### config.mk
export PLATFORM = sky130hd
export DESIGN_NAME = mult_share_ctrl
export DESIGN_NICKNAME = d
export VERILOG_FILES = /design/src/rtl/mult_share_pkg.sv /design/src/rtl/mult_rr_pick.sv /design/src/rtl/mult_share_ctrl.sv
export SDC_FILE = /design/constraint.sdc
export NUM_CORES = 1
export LEC_CHECK = 0
export CORE_MARGIN = 2
export CORE_UTILIZATION = 48
export DETAILED_ROUTE_END_ITERATION = 10
export GPL_TIMING_DRIVEN = 0
export PLACE_DENSITY_LB_ADDON = 0.05
export REMOVE_ABC_BUFFERS = 1
export SETUP_SLACK_MARGIN = 0.4
export SLEW_MARGIN = 20
export SYNTH_ARGS = -nofsm -noshare
export SYNTH_HDL_FRONTEND = slang
export SYNTH_HIERARCHICAL = 1
export SYNTH_SLANG_ARGS = --single-unit
### constraint.sdc
create_clock -name clk -period 6.55 [get_ports clk]
set_input_delay 1.31 -clock clk [delete_from_list [all_inputs] [get_ports clk]]
set_output_delay 1.31 -clock clk [all_outputs]
set_load 0.03 [all_outputs]
### src/rtl/mult_share_pkg.sv
// Shared types and defaults for the time-shared multiplier controller.
package mult_share_pkg;

   typedef enum logic [1:0] {
      ST_IDLE  = 2'd0,
      ST_ISSUE = 2'd1,
      ST_WAIT  = 2'd2,
      ST_RESP  = 2'd3
   } state_t;

   localparam int DEF_NREQ    = 4;
   localparam int DEF_W       = 4;
   localparam int DEF_TIMEOUT = 31;
   localparam int WD_W        = 6;

endpackage

### src/rtl/mult_rr_pick.sv
// Combinational round-robin picker: first valid index at or after rr_ptr, wrapping.
module mult_rr_pick #(
   parameter int NREQ  = 4,
   parameter int PTR_W = 2
) (
   input  logic [NREQ-1:0]  req_valid,
   input  logic [PTR_W-1:0] rr_ptr,
   output logic [NREQ-1:0]  grant,
   output logic             any_valid
);

   logic [PTR_W-1:0] idx;
   logic             found;

   // NOTE: every variable gets a default before the loop so no latch is inferred.
   always_comb begin
      grant = '0;
      found = 1'b0;
      idx   = '0;
      for (int i = 0; i < NREQ; i++) begin
         idx = PTR_W'((int'(rr_ptr) + i) % NREQ);
         if (!found && req_valid[idx]) begin
            grant[idx] = 1'b1;
            found      = 1'b1;
         end
      end
   end

   assign any_valid = |req_valid;

endmodule

### src/rtl/mult_share_ctrl.sv
// Round-robin controller sharing one sequential multiplier among NREQ requesters,
// with a watchdog that converts a missing done pulse into an error response.
module mult_share_ctrl
   import mult_share_pkg::*;
#(
   parameter int NREQ    = DEF_NREQ,
   parameter int W       = DEF_W,
   parameter int TIMEOUT = DEF_TIMEOUT
) (
   input  logic                    clk,
   input  logic                    rst,
   input  logic [NREQ-1:0]         req_valid,
   output logic [NREQ-1:0]         req_ready,
   input  logic [NREQ*W-1:0]       req_a,
   input  logic [NREQ*W-1:0]       req_b,
   output logic                    rsp_valid,
   input  logic                    rsp_ready,
   output logic [$clog2(NREQ)-1:0] rsp_id,
   output logic [2*W-1:0]          rsp_p,
   output logic                    rsp_err,
   output logic                    mul_load,
   output logic [W-1:0]            mul_m1,
   output logic [W-1:0]            mul_m2,
   input  logic                    mul_done,
   input  logic [2*W-1:0]          mul_out,
   output logic                    busy,
   output logic                    err_sticky
);

   localparam int ID_W = $clog2(NREQ);

   state_t          state, state_nx;
   logic [ID_W-1:0] rr_ptr, id_q, grant_idx, next_ptr;
   logic [NREQ-1:0] grant;
   logic            any_req;
   logic [W-1:0]    sel_a, sel_b, op_a, op_b;
   logic [WD_W-1:0] wd_cnt;
   logic [2*W-1:0]  p_q;
   logic            err_q, sticky_q, timeout_hit;

   mult_rr_pick #(.NREQ(NREQ), .PTR_W(ID_W)) u_pick (
      .req_valid (req_valid),
      .rr_ptr    (rr_ptr),
      .grant     (grant),
      .any_valid (any_req)
   );

   always_comb begin
      grant_idx = '0;
      sel_a     = '0;
      sel_b     = '0;
      for (int i = 0; i < NREQ; i++) begin
         if (grant[i]) begin
            grant_idx = ID_W'(i);
            sel_a     = req_a[i*W +: W];
            sel_b     = req_b[i*W +: W];
         end
      end
   end

   assign next_ptr    = (grant_idx == ID_W'(NREQ-1)) ? '0 : grant_idx + 1'b1;
   // Fires on the WAIT cycle where the counter reads TIMEOUT, i.e. after TIMEOUT idle WAIT cycles.
   assign timeout_hit = (wd_cnt == WD_W'(TIMEOUT));

   // NOTE: sequential state uses non-blocking assignments so every flop samples pre-edge values.
   always_ff @(posedge clk or posedge rst) begin
      if (rst) state <= ST_IDLE;
      else     state <= state_nx;
   end

   always_comb begin
      state_nx  = state;
      req_ready = '0;
      mul_load  = 1'b0;
      mul_m1    = '0;
      mul_m2    = '0;
      case (state)
         ST_IDLE: begin
            req_ready = grant;
            if (any_req) state_nx = ST_ISSUE;
         end
         ST_ISSUE: begin
            mul_load = 1'b1;
            mul_m1   = op_a;
            mul_m2   = op_b;
            state_nx = ST_WAIT;
         end
         ST_WAIT: begin
            mul_m1 = op_a;
            mul_m2 = op_b;
            if (mul_done || timeout_hit) state_nx = ST_RESP;
         end
         ST_RESP: begin
            if (rsp_ready) state_nx = ST_IDLE;
         end
         default: state_nx = ST_IDLE;
      endcase
   end

   // NOTE: every datapath register is reset here; there is no memory array that would need to stay unreset.
   always_ff @(posedge clk or posedge rst) begin
      if (rst) begin
         rr_ptr   <= '0;
         id_q     <= '0;
         op_a     <= '0;
         op_b     <= '0;
         wd_cnt   <= '0;
         p_q      <= '0;
         err_q    <= 1'b0;
         sticky_q <= 1'b0;
      end else begin
         case (state)
            ST_IDLE: begin
               if (any_req) begin
                  op_a   <= sel_a;
                  op_b   <= sel_b;
                  id_q   <= grant_idx;
                  rr_ptr <= next_ptr;
               end
            end
            ST_ISSUE: wd_cnt <= '0;
            ST_WAIT: begin
               wd_cnt <= wd_cnt + 1'b1;
               if (mul_done) begin
                  p_q   <= mul_out;
                  err_q <= 1'b0;
               end else if (timeout_hit) begin
                  p_q      <= '0;
                  err_q    <= 1'b1;
                  sticky_q <= 1'b1;
               end
            end
            default: ;
         endcase
      end
   end

   assign rsp_valid  = (state == ST_RESP);
   assign busy       = (state != ST_IDLE);
   assign rsp_id     = id_q;
   assign rsp_p      = p_q;
   assign rsp_err    = err_q;
   assign err_sticky = sticky_q;

endmodule

# [Word-level counts from Yosys, hierarchy flattened]
# Index checks and enable logic that the tools add are counted.
[word_totals] register_bits=30 wordCells=103 in_bits=48
[classes] addsub=5 eq_ne=8 reduce_logical=21 n_bitwise=4 n_lt_le_gt_ge=8 muxes=48
[ops] cell="4-bit two-way mux" n=15
[ops] cell="8-bit two-way mux" n=2
[ops] cell="1-bit two-way mux" n=15
[ops] cell="2-bit by 3-bit less-than comparator with 1-bit output (second input constant)" n=4
[ops] cell="2-bit two-way mux" n=6
[ops] cell="4-bit OR" n=3
[ops] cell="6-bit one-hot mux with 2 select lines" n=1
[ops] cell="1-bit binary-select mux with 2-bit select" n=4
[ops] cell="1-bit demux with 2-bit select" n=4
[ops] cell="2-bit by 1-bit greater-or-equal comparator with 1-bit output (second input constant)" n=4
[ops] cell="2-bit one-hot mux with 4 select lines" n=1
[ops] cell="1-bit logical AND" n=7
[ops] cell="6-bit by 1-bit adder with 6-bit output (second input constant)" n=1
[ops] cell="2-bit equality test (second input constant)" n=3
[ops] cell="6-bit by 5-bit equality test with 1-bit output (second input constant)" n=1
[ops] cell="3-bit AND reduction" n=2
[ops] cell="2-bit nonzero test" n=3
[ops] cell="2-bit by 1-bit adder with 2-bit output (second input constant)" n=2
[ops] cell="2-bit adder (second input constant)" n=2
[ops] cell="2-bit inequality test (second input constant)" n=2
[ops] cell="2-bit AND reduction" n=2
[ops] cell="4-bit OR reduction" n=1
[ops] cell="1-bit logical NOT" n=3
[ops] cell="2-bit by 1-bit equality test with 1-bit output (second input constant)" n=1
[ops] cell="5 further kinds" n=5

# [Logic depth before layout (Yosys ltp)]
[logic_depth] word_depth=17 depth_mapped=12 ltp_nobuf=11

# [By module]
# The synthesis kept the hierarchy.
[by_module_without_submodules] mod="mult_share_ctrl" seq_area_each_um2=750.7 instances=1 area_per_inst_um2=1632.8 cells_per_inst=168
[by_module_without_submodules] mod="mult_rr_pick" seq_area_each_um2=0.0 instances=1 area_per_inst_um2=345.3 cells_per_inst=37

# [Worst setup path after synthesis]
# Ideal clock, no wire load.
[synth_path] path_kind="input-to-output" start="input port req_valid[3]" end="output port req_ready[2]" cell_stages=7 arrival_ns=3.109 setup_slack_ns=2.131 required_ns=5.240 cell_sequence="mux4_2 -> buf_6 -> nor4b_4 -> nand2_1 -> o211ai_1 -> clkbuf_1 -> and2_1"
[synth_via] elab_chain_len=13
[synth_lines] item="start: declaration" line_no="mult_share_ctrl.sv:12" rtl="input logic [NREQ-1:0] req_valid,"
[synth_lines] item="1-bit binary-select mux with 2-bit select" line_no="mult_rr_pick.sv:22" rtl="if (!found && req_valid[idx]) begin"
[synth_lines] item="1-bit two-way mux (implied by the code)" line_no="mult_rr_pick.sv:22"
[synth_lines] item="1-bit two-way mux" line_no="mult_rr_pick.sv:22"
[synth_lines] item="1-bit logical NOT" line_no="mult_rr_pick.sv:22"
[synth_lines] item="1-bit logical AND" line_no="mult_rr_pick.sv:22"
[synth_lines] item="1-bit two-way mux" line_no="mult_rr_pick.sv:22"
[synth_lines] item="1-bit logical NOT" line_no="mult_rr_pick.sv:22"
[synth_lines] item="1-bit logical AND" line_no="mult_rr_pick.sv:22"
[synth_lines] item="1-bit two-way mux" line_no="mult_rr_pick.sv:22"
[synth_lines] item="1-bit logical NOT" line_no="mult_rr_pick.sv:22"
[synth_lines] item="1-bit logical AND" line_no="mult_rr_pick.sv:22"
[synth_lines] item="4-bit two-way mux (*)" line_no="mult_rr_pick.sv:22"
[synth_lines] item="via grant[2]" line_no="mult_share_ctrl.sv:34" rtl="logic [NREQ-1:0] grant;"
[synth_lines] item="4-bit two-way mux (*)" line_no="mult_share_ctrl.sv:77" rtl="case (state)"
[synth_lines] item="end: declaration" line_no="mult_share_ctrl.sv:13" rtl="output logic [NREQ-1:0] req_ready,"
# The timed path passes the listed nets; every way through them passes the cells marked *. The select of a mux whose other input is x is not followed.

# [Final worst setup path]
# Ends and elaborated chain as after synthesis.

==> impl_metrics.ini <==
[clock_network]
clkLatencyLatePin_ns = 0.27
cts_tree = done
cts_buffers = 5
post_cts_buffers = 0
clkSinkCount = 30
htree_levels = 2
cts_buffer_depth = 2
ctsResizeCount = 0
ctsHoldBuffers = 0
clockRootBuffer = clkbuf_8
clk_pin_slew_worst_paths_ns = 0.05

[critical_path]
crit_required_ns = 5.24
worstSetupEndpointType = output port
start_kind = primary input
critPathArrivalTime_ns = 4.41
cp_top_family = buffers and inverters
rr_startpoint = rr_ptr[0]$_DFFE_PP0P_
cp_max_fo = 12
worstPathBufferInverterCount = 2
path_cells = clkdlybuf4s50_1, mux4_2, nor2_1, nand2_1, o211ai_1, and2_1, clkdlybuf4s50_1
reg2regPathDepth = 10
critPathKind = primary input to output port
reg2reg_to = rr_ptr[0]$_DFFE_PP0P_
critPathSlowestCell = o211ai_1
slowest_delay_ns = 0.84
reg2reg_slack_ns = 2.70
path_common_cell = clkdlybuf4s50_1

[worst_hold_path]
min-delay-start = err_sticky$_DFFE_PP0P_
worst_hold_path.num_cells = 1
whs_endpoint = err_sticky$_DFFE_PP0P_
hp-class = register to register

[synth]
netlist_instances = 205
synth_top_family_by_area = compound AO/OA/AOI/OAI gates
synth_edf_count = 0
synth_cell_types = 40
syn-cell-area_um2 = 1980
yosys.area_share.simple_pct = 19.6
synth.yosys.seq_area_share_pct = 38.0
synth_seq_cells = 30
synth_xor_area_share_pct = 0.443
syn_area_per_cell_um2 = 9.65
async_flop_share_pct = 100
synthFlopType = dfrtp_1
synth_compound_area_share_pct = 21.0
synthMuxAreaShare_pct = 7.15
yosysWarnings = 6
synthAdderAreaFrac_pct = 7.59

[timing]
finalSetupViolCount = 0
relSlewSlack_pct = 30.1
tns_ns = 0
max_freq_ghz = 0.175
rsz0062_at_grt = no
finalCriticalPeriod_ns = 5.72
worst_pin_slew_ns = 1.04
layout_setup_ws_ns = 0.826
clock_skew_ns = 0.00959
slew_violations = 0
final_hold_viol_count = 0
period_share_pct = 87.4

[drt]
drc_errors = 0
detail_route.wirelength_um = 4620
dr.pass1.iters = 4
vias = 1772
routedWlPerCell_um = 14.2
viasPerCell = 5.44
ant_nets = 0
drtIter0Drc = 104

[floorplan]
boundaryPins = 75
die_area_um2 = 4650
coreArea_um2 = 3970
rows = 23
start_util_pct = 49.8
die_y_um = 68.2
die_w_um = 68.2

[place]
portBuffers = 74
place_ws_ns = 0.827
dpl.hpwl_um = 3570
gp_congestion = 0.820
dp_cells = 319
place_area_um2 = 2720

[pwr]
p_switching_uw = 690
p_leak_nw = 1.19
p_clk_share_pct = 12.1
internal_power_uw = 831
p_sw_share_pct = 45.4
p_comb_share_pct = 67.0
vdd.ir_drop.worst_mv = 0.326
pwr_density_cell_nw_per_um2 = 537
p_seq_share_pct = 20.9

[cells_and_area]
syn_to_final_growth_pct = 43.3
drive_gt1_share_pct = 9.42
layout.cells.non_filler = 326
num_antenna_cells = 0
nFillCells = 341
final_common_cell = clkdlybuf4s50_1
nNetsFinal = 336
design_area_um2 = 2830
final_cell_mix = 74 x clkdlybuf4s50_1, 30 x nand2_1, 30 x dfrtp_1

[global_route]
antenna_found_initial = 0
grt.overflow.total = 0
grt_max_degree = 31
grt_pass1_vias = 1603
grtUsageMet2_pct = 34.5
use_met1_pct = 27.0
grt_pass1_wl_um = 7350
busiest_layer = met2
met3_usage_pct = 5.26
grt_usage_pct = 20.8

[run]
max_cap_viol_count = 0

[status]
outcome = finished, final reports clean
-- per-stage QoR --
step	power (mW)	hold WS (ns)	utilization [%]
final	1.52	0.475	71.4
after global routing	1.64	0.490	71.4
after CTS	1.53	0.478	71.4
after detailed placement	1.34	0.455	68.5
after global placement	1.32	0.460	68.3
after floorplan	0.999	0.456	-
-- power by group through the flow --
stage / Combinational, mW / Clock, mW / Sequential, mW
after floorplan: 0.629 / 0 / 0.370
after global placement: 1.00 / 0 / 0.317
after detailed placement: 1.02 / 0 / 0.321
after CTS: 1.03 / 0.187 / 0.319
after global routing: 1.11 / 0.195 / 0.331
final: 1.02 / 0.184 / 0.318
-- cells in the mapped netlist, drive strengths merged, types with 2 or more instances --
master   n  share of area (%)
ha      12                7.6
o21a     8                3.0
a21o     4                1.8
a22oi    8                3.0
o21bai   2               0.95
inv     15                2.8
buf      6                2.5
a221oi   8                3.5
clkbuf   5               0.95
mux4     4                4.9
mux2     3                1.7
o211ai   4                1.5
nor2     3               0.57
and2    13                4.1
nand3   11                2.8
nor2b    2               0.63
nor4b    2                2.4
a21oi    7                2.0
dfrtp   30                 38
o21ai   12                3.0
or2      2               0.63
nand2   31                6.0
-- registers in the layout, summed over array words and instances (netlist names) --
name,flops
rsp_id,2
rsp_err,1
state,2
wd_cnt,6
op_b,4
rr_ptr,2
err_sticky,1
op_a,4
rsp_p,8
-- routing by layer --
metal | part of all wire [%] | wire length, um
met1 | 42 | 1960
met2 | 49 | 2250
met3 | 8.0 | 370
met4 | 0.80 | 37
met5 | 0 | 0
-- cell families (layout without fill, tap and decap cells) --
| group | after synthesis | count (layout) |
|---|---|---|
| mux | 8 | 8 |
| xor+xnor | 1 | 1 |
| compound gates | 58 | 58 |
| fa+ha+maj | 12 | 12 |
| flops | 30 | 30 |
| buf+inv | 26 | 97 |
| simple gates | 70 | 70 |
-- worst max-delay path by stage --
stage,endpoint,startpoint,slack [ns],depth (start not counted)
2_1_floorplan,req_ready[3],req_valid[3],1.97,5
3_3_place_gp,req_ready[3],req_valid[3],0.65,7
3_5_place_dp,req_ready[2],req_valid[3],0.83,7
4_1_cts,req_ready[2],req_valid[3],0.83,7
5_1_grt,req_ready[2],req_valid[3],0.69,7
6_report,req_ready[2],req_valid[3],0.83,7
-- layout make-up --
cell class | instances | area, um2 | area share, %
multi-input cells | 149 | 1100 | 38.9
flip-flops and latches | 30 | 751 | 26.5
repair buffers | 75 | 748 | 26.4
clock buffers | 6 | 82.6 | 2.91
well taps | 50 | 62.6 | 2.21
inverters | 15 | 56.3 | 1.99
clock inverters | 1 | 30.0 | 1.06
Power figures use the tool's default switching activity.
